File: config.mk
export PLATFORM = sky130hd
export DESIGN_NAME = qbert_frame_compositor
export DESIGN_NICKNAME = d
export VERILOG_FILES = /design/src/rtl/qbert_frame_compositor.sv
export SDC_FILE = /design/constraint.sdc
export NUM_CORES = 1
export LEC_CHECK = 0
export ABC_AREA = 1
export ABC_CLOCK_PERIOD_IN_PS = 3550
export CAP_MARGIN = 0
export CORE_MARGIN = 2
export CORE_UTILIZATION = 40
export DETAILED_ROUTE_END_ITERATION = 12
export PLACE_DENSITY = 0.71
export SLEW_MARGIN = 20
export SYNTH_ARGS = -nofsm -noshare
export SYNTH_HDL_FRONTEND = slang
export SYNTH_SLANG_ARGS = --single-unit
File: constraint.sdc
create_clock -name clk_clk -period 3.55 [get_ports clk_clk]
set_clock_uncertainty 0.2 [all_clocks]
set_input_delay 0.355 -clock clk_clk [delete_from_list [all_inputs] [get_ports clk_clk]]
set_output_delay 0.355 -clock clk_clk [all_outputs]
set_load 0.01 [all_outputs]
File: src/rtl/qbert_frame_compositor.sv
// Raster compositor: overlays one colour-keyed 16x16 sprite on a 4x-upscaled
// background and streams the composed RGB565 frame over a valid/ready handshake.
module qbert_frame_compositor #(
  parameter int H_RES         = 240,
  parameter int V_RES         = 320,
  parameter int BG_W          = 60,
  parameter int SCALE_SHIFT   = 2,
  parameter int SPR_SIZE_LOG2 = 4
) (
  input  logic        clk_clk,
  input  logic        reset_reset_n,
  input  logic        start,
  input  logic [8:0]  sprite_x,
  input  logic [8:0]  sprite_y,
  input  logic [3:0]  sprite_idx,
  input  logic [15:0] key_color,
  output logic [12:0] background_mem_s2_address,
  output logic        background_mem_s2_chipselect,
  output logic        background_mem_s2_clken,
  output logic        background_mem_s2_write,
  output logic [15:0] background_mem_s2_writedata,
  output logic [1:0]  background_mem_s2_byteenable,
  input  logic [15:0] background_mem_s2_readdata,
  output logic [11:0] pic_mem_s2_address,
  output logic        pic_mem_s2_chipselect,
  output logic        pic_mem_s2_clken,
  output logic        pic_mem_s2_write,
  output logic [15:0] pic_mem_s2_writedata,
  output logic [1:0]  pic_mem_s2_byteenable,
  input  logic [15:0] pic_mem_s2_readdata,
  output logic [15:0] pix_data,
  output logic        pix_valid,
  input  logic        pix_ready,
  output logic        pix_last,
  output logic        busy,
  output logic        done
);

  typedef enum logic [1:0] {IDLE, FETCH, CAPTURE, OUT} state_t;

  state_t      state_q, state_d;
  logic [8:0]  x_q, x_d, y_q, y_d;
  logic [8:0]  spr_x_q, spr_x_d, spr_y_q, spr_y_d;
  logic [3:0]  spr_idx_q, spr_idx_d;
  logic [15:0] key_q, key_d;
  logic        hit_q, hit_d;
  logic [15:0] pix_data_q, pix_data_d;
  logic        pix_valid_q, pix_valid_d;
  logic        pix_last_q, pix_last_d;
  logic        busy_q, busy_d;
  logic        done_q, done_d;

  logic signed [9:0] dx, dy;
  logic              hit;
  logic [12:0]       bg_row, bg_col;
  logic              fetch;

  // Sprite-relative offsets; the signed 10-bit range covers every x - sprite_x.
  assign dx  = $signed({1'b0, x_q}) - $signed({1'b0, spr_x_q});
  assign dy  = $signed({1'b0, y_q}) - $signed({1'b0, spr_y_q});
  assign hit = (dx[9:SPR_SIZE_LOG2] == '0) && (dy[9:SPR_SIZE_LOG2] == '0);

  assign bg_row = 13'(y_q >> SCALE_SHIFT);
  assign bg_col = 13'(x_q >> SCALE_SHIFT);
  assign fetch  = (state_q == FETCH);

  assign background_mem_s2_address    = bg_row * 13'(BG_W) + bg_col;
  assign background_mem_s2_chipselect = fetch;
  assign background_mem_s2_clken      = fetch;
  assign background_mem_s2_write      = 1'b0;
  assign background_mem_s2_writedata  = 16'h0000;
  assign background_mem_s2_byteenable = 2'b11;

  assign pic_mem_s2_address    = {spr_idx_q, dy[SPR_SIZE_LOG2-1:0], dx[SPR_SIZE_LOG2-1:0]};
  assign pic_mem_s2_chipselect = fetch;
  assign pic_mem_s2_clken      = fetch;
  assign pic_mem_s2_write      = 1'b0;
  assign pic_mem_s2_writedata  = 16'h0000;
  assign pic_mem_s2_byteenable = 2'b11;

  assign pix_data  = pix_data_q;
  assign pix_valid = pix_valid_q;
  assign pix_last  = pix_last_q;
  assign busy      = busy_q;
  assign done      = done_q;

  always_comb begin
    state_d     = state_q;
    x_d         = x_q;
    y_d         = y_q;
    spr_x_d     = spr_x_q;
    spr_y_d     = spr_y_q;
    spr_idx_d   = spr_idx_q;
    key_d       = key_q;
    hit_d       = hit_q;
    pix_data_d  = pix_data_q;
    pix_valid_d = pix_valid_q;
    pix_last_d  = pix_last_q;
    busy_d      = busy_q;
    done_d      = 1'b0;
    case (state_q)
      IDLE: begin
        if (start) begin
          spr_x_d   = sprite_x;
          spr_y_d   = sprite_y;
          spr_idx_d = sprite_idx;
          key_d     = key_color;
          x_d       = '0;
          y_d       = '0;
          busy_d    = 1'b1;
          state_d   = FETCH;
        end
      end
      FETCH: begin
        hit_d   = hit;
        state_d = CAPTURE;
      end
      CAPTURE: begin
        if (hit_q && (pic_mem_s2_readdata != key_q))
          pix_data_d = pic_mem_s2_readdata;
        else
          pix_data_d = background_mem_s2_readdata;
        pix_valid_d = 1'b1;
        pix_last_d  = (x_q == 9'(H_RES - 1)) && (y_q == 9'(V_RES - 1));
        state_d     = OUT;
      end
      OUT: begin
        if (pix_ready) begin
          pix_valid_d = 1'b0;
          if (pix_last_q) begin
            pix_last_d = 1'b0;
            busy_d     = 1'b0;
            done_d     = 1'b1;
            state_d    = IDLE;
          end else begin
            if (x_q == 9'(H_RES - 1)) begin
              x_d = '0;
              y_d = y_q + 9'd1;
            end else begin
              x_d = x_q + 9'd1;
            end
            state_d = FETCH;
          end
        end
      end
      default: state_d = IDLE;
    endcase
  end

  always_ff @(posedge clk_clk or negedge reset_reset_n) begin
    if (!reset_reset_n) begin
      state_q     <= IDLE;
      x_q         <= '0;
      y_q         <= '0;
      spr_x_q     <= '0;
      spr_y_q     <= '0;
      spr_idx_q   <= '0;
      key_q       <= '0;
      hit_q       <= 1'b0;
      pix_data_q  <= '0;
      pix_valid_q <= 1'b0;
      pix_last_q  <= 1'b0;
      busy_q      <= 1'b0;
      done_q      <= 1'b0;
    end else begin
      state_q     <= state_d;
      x_q         <= x_d;
      y_q         <= y_d;
      spr_x_q     <= spr_x_d;
      spr_y_q     <= spr_y_d;
      spr_idx_q   <= spr_idx_d;
      key_q       <= key_d;
      hit_q       <= hit_d;
      pix_data_q  <= pix_data_d;
      pix_valid_q <= pix_valid_d;
      pix_last_q  <= pix_last_d;
      busy_q      <= busy_d;
      done_q      <= done_d;
    end
  end

endmodule

Word level (Yosys, flattened, before mapping)
Cells that the tools add are included.
{"block": "word_totals", "reg_bits": 79, "latch_bits": 0, "ram_bits": 0, "mem_bits_ro": 0, "inputBits": 74, "out_inout_bits": 87, "wordCells": 68, "mem_count": 0}
{"block": "classes", "n_addsub": 5, "mul": 1, "div": 0, "n_lt_le_gt_ge": 0, "eq_ne": 11, "n_shift": 0, "n_mux": 24, "bitwise": 0, "reduce_logical": 14}
{"cell": "$mux W9", "n": 7}
{"cell": "$pmux W9 S2", "n": 2}
{"cell": "$sub A9 B9 Y10", "n": 2}
{"cell": "$add A9 B1 Y9 const B", "n": 2}
{"cell": "$mux W16", "n": 1}
{"cell": "$ne A16 B16 Y1", "n": 1}
{"cell": "$add A13 B7 Y13", "n": 1}
{"cell": "$logic_not A6 Y1", "n": 2}
{"cell": "$mul A7 B4 Y11 const B", "n": 1}
{"cell": "$ne A2 B2 Y1 const B", "n": 5}
{"cell": "$eq A9 B8 Y1 const B", "n": 1}
{"cell": "$eq A9 B9 Y1 const B", "n": 1}
{"cell": "$mux W1", "n": 8}
{"cell": "$pmux W2 S4", "n": 1}
{"cell": "$reduce_and A4 Y1", "n": 2}
{"cell": "$pmux W1 S2", "n": 3}
{"cell": "$reduce_and A2 Y1", "n": 3}
{"cell": "$reduce_and A5 Y1", "n": 1}
{"cell": "$eq A2 B2 Y1 const B", "n": 2}
{"cell": "$mux W2", "n": 2}
{"cell": "$reduce_bool A2 Y1", "n": 2}
{"cell": "$logic_and A1 B1 Y1", "n": 3}
{"cell": "$eq A2 B1 Y1 const B", "n": 1}
{"cell": "$logic_not A2 Y1", "n": 1}

Logic depth before layout (Yosys ltp)
Gate-level depths: netlist (run 1).
{"block": "logic_depth", "word_depth": 5, "depth_mapped": 16, "depth_no_buf": 16}

Worst setup path after synthesis (run 1)
OpenSTA, ideal clock, no wires.
{"block": "synth_timing", "path_kind": "flip-flop to output port", "from": "reg y_q[5]", "to": "out background_mem_s2_address[11]", "arrival_ps": 3308, "t_required_ps": 2995, "setup_slack_ps": -313, "path_stages_with_launch": 16, "path_buffers": 1, "cell_sequence": "dfrtp_1 > inv_1 > fa_1 > fa_1 > inv_1 > ha_1 > buf_2 > xor2_1 > ha_1 > nand2_1 > inv_1 > nand4_1 > nand3_1 > nor3b_2 > nand2_1 > xnor2_1"}
{"block": "synth_between", "elab_chain_len": 2}
{"element": "start, declared", "line": "42", "source": "logic [8:0] x_q, x_d, y_q, y_d;"}
{"element": "start signal, assigned", "line": "168", "source": "y_q <= y_d;"}
{"element": "$mul A7 B4 Y11", "line": "67", "source": "assign background_mem_s2_address = bg_row * 13'(BG_W) + bg_col;"}
{"element": "$add A13 B7 Y13", "line": "67"}
{"element": "end, declared", "line": "17", "source": "output logic [12:0] background_mem_s2_address,"}
No other way between the ends.

Final worst setup path (run 1)
{"block": "layout_timing", "from": "reg y_q[2]", "to": "out background_mem_s2_address[9]"}
Same word-level chain as after synthesis.

==> results of run 1 <==
==> power breakdown <==
group | internal, mW | switching, mW
clock network | 0.690 | 0.381
registers | 1.25 | 0.195
logic | 1.21 | 1.57
total | 3.15 | 2.15
==> final cells by class <==
cell class / count / share of cell area [%]
well taps: 211 / 3.20
repair buffers: 165 / 18.4
clock buffers: 9 / 2.73
multi-input cells: 616 / 43.3
clock inverters: 7 / 1.46
inverters: 150 / 6.85
flip-flops and latches: 79 / 24.0
==> per-stage QoR <==
step | hold slack (ns) | std cells | total power, mW | setup TNS (ns) | utilization [%]
floorplan | -0.141 | 907 | 3.19 | -0.312 | -
global placement | 0.262 | 1216 | 4.18 | -3.46 | 51.1
detailed placement | 0.267 | 1216 | 4.23 | -4.06 | 51.1
CTS | 0.0447 | 1236 | 5.34 | -3.91 | 53.5
global route | 0.296 | 1237 | 5.75 | -3.97 | 53.9
finish | 0.279 | 1237 | 5.30 | -2.96 | 53.9
==> synthesized netlist by cell type, types with 2 or more instances <==
master	count	area, sq um
nand2_1	265	995
inv_1	141	529
dfrtp_1	79	1980
nand3_1	73	365
ha_1	49	613
buf_4	44	330
o21ai_0	34	170
nor2_1	33	124
a21oi_1	24	120
nand4_1	17	106
xnor2_1	16	140
fa_1	14	280
xor2_1	11	96.3
clkbuf_1	8	30.0
inv_2	7	26.3
o21ai_1	7	35.0
buf_2	5	25.0
nor3_1	5	25.0
nor2_2	4	25.0
a21o_1	3	22.5
buf_6	3	33.8
nand3b_1	3	22.5
nor3_4	3	48.8
o31ai_1	3	22.5
buf_1	2	7.51
clkinv_1	2	7.51
conb_1	2	7.51
nand2_2	2	12.5
nor3b_2	2	25.0
o21a_1	2	15.0
==> sequential cells by signal, summed over array words and instances, names as in the netlist <==
register   count
key_q         16
pix_data      16
spr_x_q        9
spr_y_q        9
x_q            9
y_q            9
spr_idx_q      4
state_q        2
busy           1
done           1
hit_q          1
pix_last       1
pix_valid      1
==> worst min-delay path, cell delays in order, from the launching register on <==
cell and delay [ns]:
dfrtp_1 0.34, nand2_1 0.05, nand2_1 0.05
==> logic make-up (layout without fill, tap and decap cells) <==
| family | after synthesis | after routing |
|---|---|---|
| flops | 79 | 79 |
| compound gates | 76 | 76 |
| fa+ha+maj | 63 | 63 |
| xor+xnor | 27 | 27 |
| buf+inv | 212 | 331 |
| other cells | 2 | 38 |
| simple gates | 412 | 412 |
==> final timing paths <==
path | from | to | slack (ns) | cells after the start
worst max-delay path | y_q[2] | background_mem_s2_address[9] | -0.53 | 13
worst min-delay path | pix_data[2] | pix_data[2] | 0.28 | 2
worst max register to register | state_q[0] | y_q[4] | 0.82 | 8
worst min register to register | pix_data[2] | pix_data[2] | 0.28 | 2
max in group asynchronous | reset_reset_n | y_q[5] | 2.15 | 2
min in group asynchronous | reset_reset_n | pix_data[6] | 0.44 | 2
==> metal layers <==
layer | vias up | part of all wire (%) | routed length [microns] | global-route usage (%)
met3 | 15 | 5.1 | 784 | 3.55
li1 | 2943 | - | - | -
met5 | - | 0 | 0 | 0
met4 | 0 | 1.5 | 231 | 5.00
met1 | 2540 | 45 | 6910 | 24.4
met2 | 148 | 49 | 7520 | 30.6
==> what timing repair did <==
action	4_1_cts	5_1_grt
endpoints found under the setup margin	8	8
hold endpoints to repair	0	79
gates resized for setup	33	15
pin swaps	14	12
buffers inserted	4	1
hold buffers	0	1
==> impl_metrics.py, run 1 <==
metrics = {
    "worst_setup_path": {
        "crit_buf_inv": 3,
        "path_cells": "fa_2 -> fa_1 -> fa_2 -> xor2_1 -> ha_1 -> nand2_1 -> inv_2 -> nand4_1 -> nand3_2 -> nor3b_4 -> buf_4 -> xor2_1 -> buf_2",
        "cp_slowest_stage_delay_ns": 0.60,
        "critPathKind": "reg -> out",
        "worstSetupStartpointType": "flop",
        "cp.required_ns": 2.99,
        "cp_max_fo": 3,
        "crit_slowest_cell": "fa_2",
        "critPathCaptureType": "primary output",
        "critPathArrivalTime_ns": 3.53,
        "critPathTopFamily": "adder cells",
    },
    "cts": {
        "root_buffer": "clkbuf_16",
        "clockBufferDepth": 2,
        "clkLatencyLatePin_ns": 0.33,
        "cts-htree-levels": 3,
        "clk_pin_slew_ns": 0.07,
        "cts_tree": "built",
        "clock_sinks": 79,
        "cts_made_buffers": 9,
    },
    "run": {
        "cap_violations": 0,
    },
    "hold_path": {
        "hold_class": "reg -> reg",
    },
    "cells_and_area": {
        "final_common_cell": "nand2_1",
        "regArea_sq_mm": 0.00198,
        "mostFrequentLayoutCells": "262 x nand2_1, 136 x inv_1, 113 x clkdlybuf4s50_1",
        "antenna_cells": 0,
        "multi_input_area_sq_mm": 0.00358,
        "fillers": 1431,
        "layout-drive-gt1-share_pct": 11.0,
        "stdcell_area_sq_mm": 0.00825,
        "fin_nets": 1158,
        "syn_to_final_growth_pct": 30.8,
    },
    "global_routing": {
        "grt_pass1_vias": 5217,
        "antenna_found_initial": 0,
        "grt_pass1_wl_microns": 24700,
        "grt_max_degree": 80,
        "grt_use_total_pct": 18.3,
        "overflow": 0,
    },
    "die": {
        "std_cell_rows": 45,
        "core_area_sq_mm": 0.0153,
        "io_pins": 161,
        "dieArea_sq_mm": 0.0168,
        "die_h_microns": 130,
        "die_x_microns": 130,
        "initial_utilization_pct": 41.2,
    },
    "synthesis": {
        "avgSynthCellArea_sq_um": 7.25,
        "synthDistinctLibCells": 38,
        "synth.area.mux_share_pct": 0,
        "synth_compound_area_share_pct": 6.52,
        "synthSimpleGateAreaFrac_pct": 28.4,
        "syn-instance-count": 871,
        "synth_xor_area_share_pct": 3.75,
        "yosys_warnings": 0,
        "synthArstFlopShare_pct": 100,
        "synth_edf_count": 0,
        "syn_area_sq_mm": 0.00631,
        "ys_seq_area_share_pct": 31.3,
        "ys.flop_type": "dfrtp_1",
        "synth_top_family_by_area": "simple AND/OR/NAND/NOR gates",
        "yosys.area_share.adder_pct": 14.2,
        "ys_ff_latch": 79,
    },
    "sta": {
        "max_slew_margin_pct": 51.0,
        "hold_viol": 0,
        "tightestPinTransition_ns": 0.735,
        "fmax_mhz": 245,
        "layout_min_cycle_time_ns": 4.08,
        "min_period_over_period_pct": 115,
        "slew_viol_final": 0,
        "setup_ws_ns": -0.534,
        "rsz0062_at_grt": "true",
        "setup_violations": 8,
    },
    "pwr": {
        "leakage_nw": 4.44,
        "peakVddDrop_v": 0.000635,
        "power_density_mw_per_mm2": 642,
    },
    "route": {
        "avgViaCountPerCell": 4.56,
        "wire_per_inst_microns": 12.5,
        "drt-pass1-iter-count": 5,
        "num_vias": 5646,
        "drc": 0,
        "ant_nets": 0,
        "drt_iter0_drc": 280,
        "drt-total-wl_microns": 15500,
    },
    "placed_design": {
        "pre_cts_ws_ns": -0.691,
        "place_congestion": 0.862,
        "placed_area_sq_mm": 0.00783,
        "io_buffer_count": 122,
        "dp_hpwl_microns": 12000,
    },
    "status": {
        "violations": "setup timing",
        "status": "complete, but fails checks",
    },
}
No activity file was read; power rests on OpenSTA's default activity.
==> inputs of run 2 (changes only) <==
--- a/config.mk
+++ b/config.mk
@@ -7,9 +7,9 @@
 export LEC_CHECK = 0
 export ABC_AREA = 1
 export ABC_CLOCK_PERIOD_IN_PS = 3550
-export CAP_MARGIN = 0
 export CORE_MARGIN = 2
 export CORE_UTILIZATION = 40
+export CTS_CLUSTER_DIAMETER = 30
 export DETAILED_ROUTE_END_ITERATION = 12
 export PLACE_DENSITY = 0.71
 export SLEW_MARGIN = 20
==> results of run 2 <==
No change in the layout: final DEF, timing and power equal those of run 1.
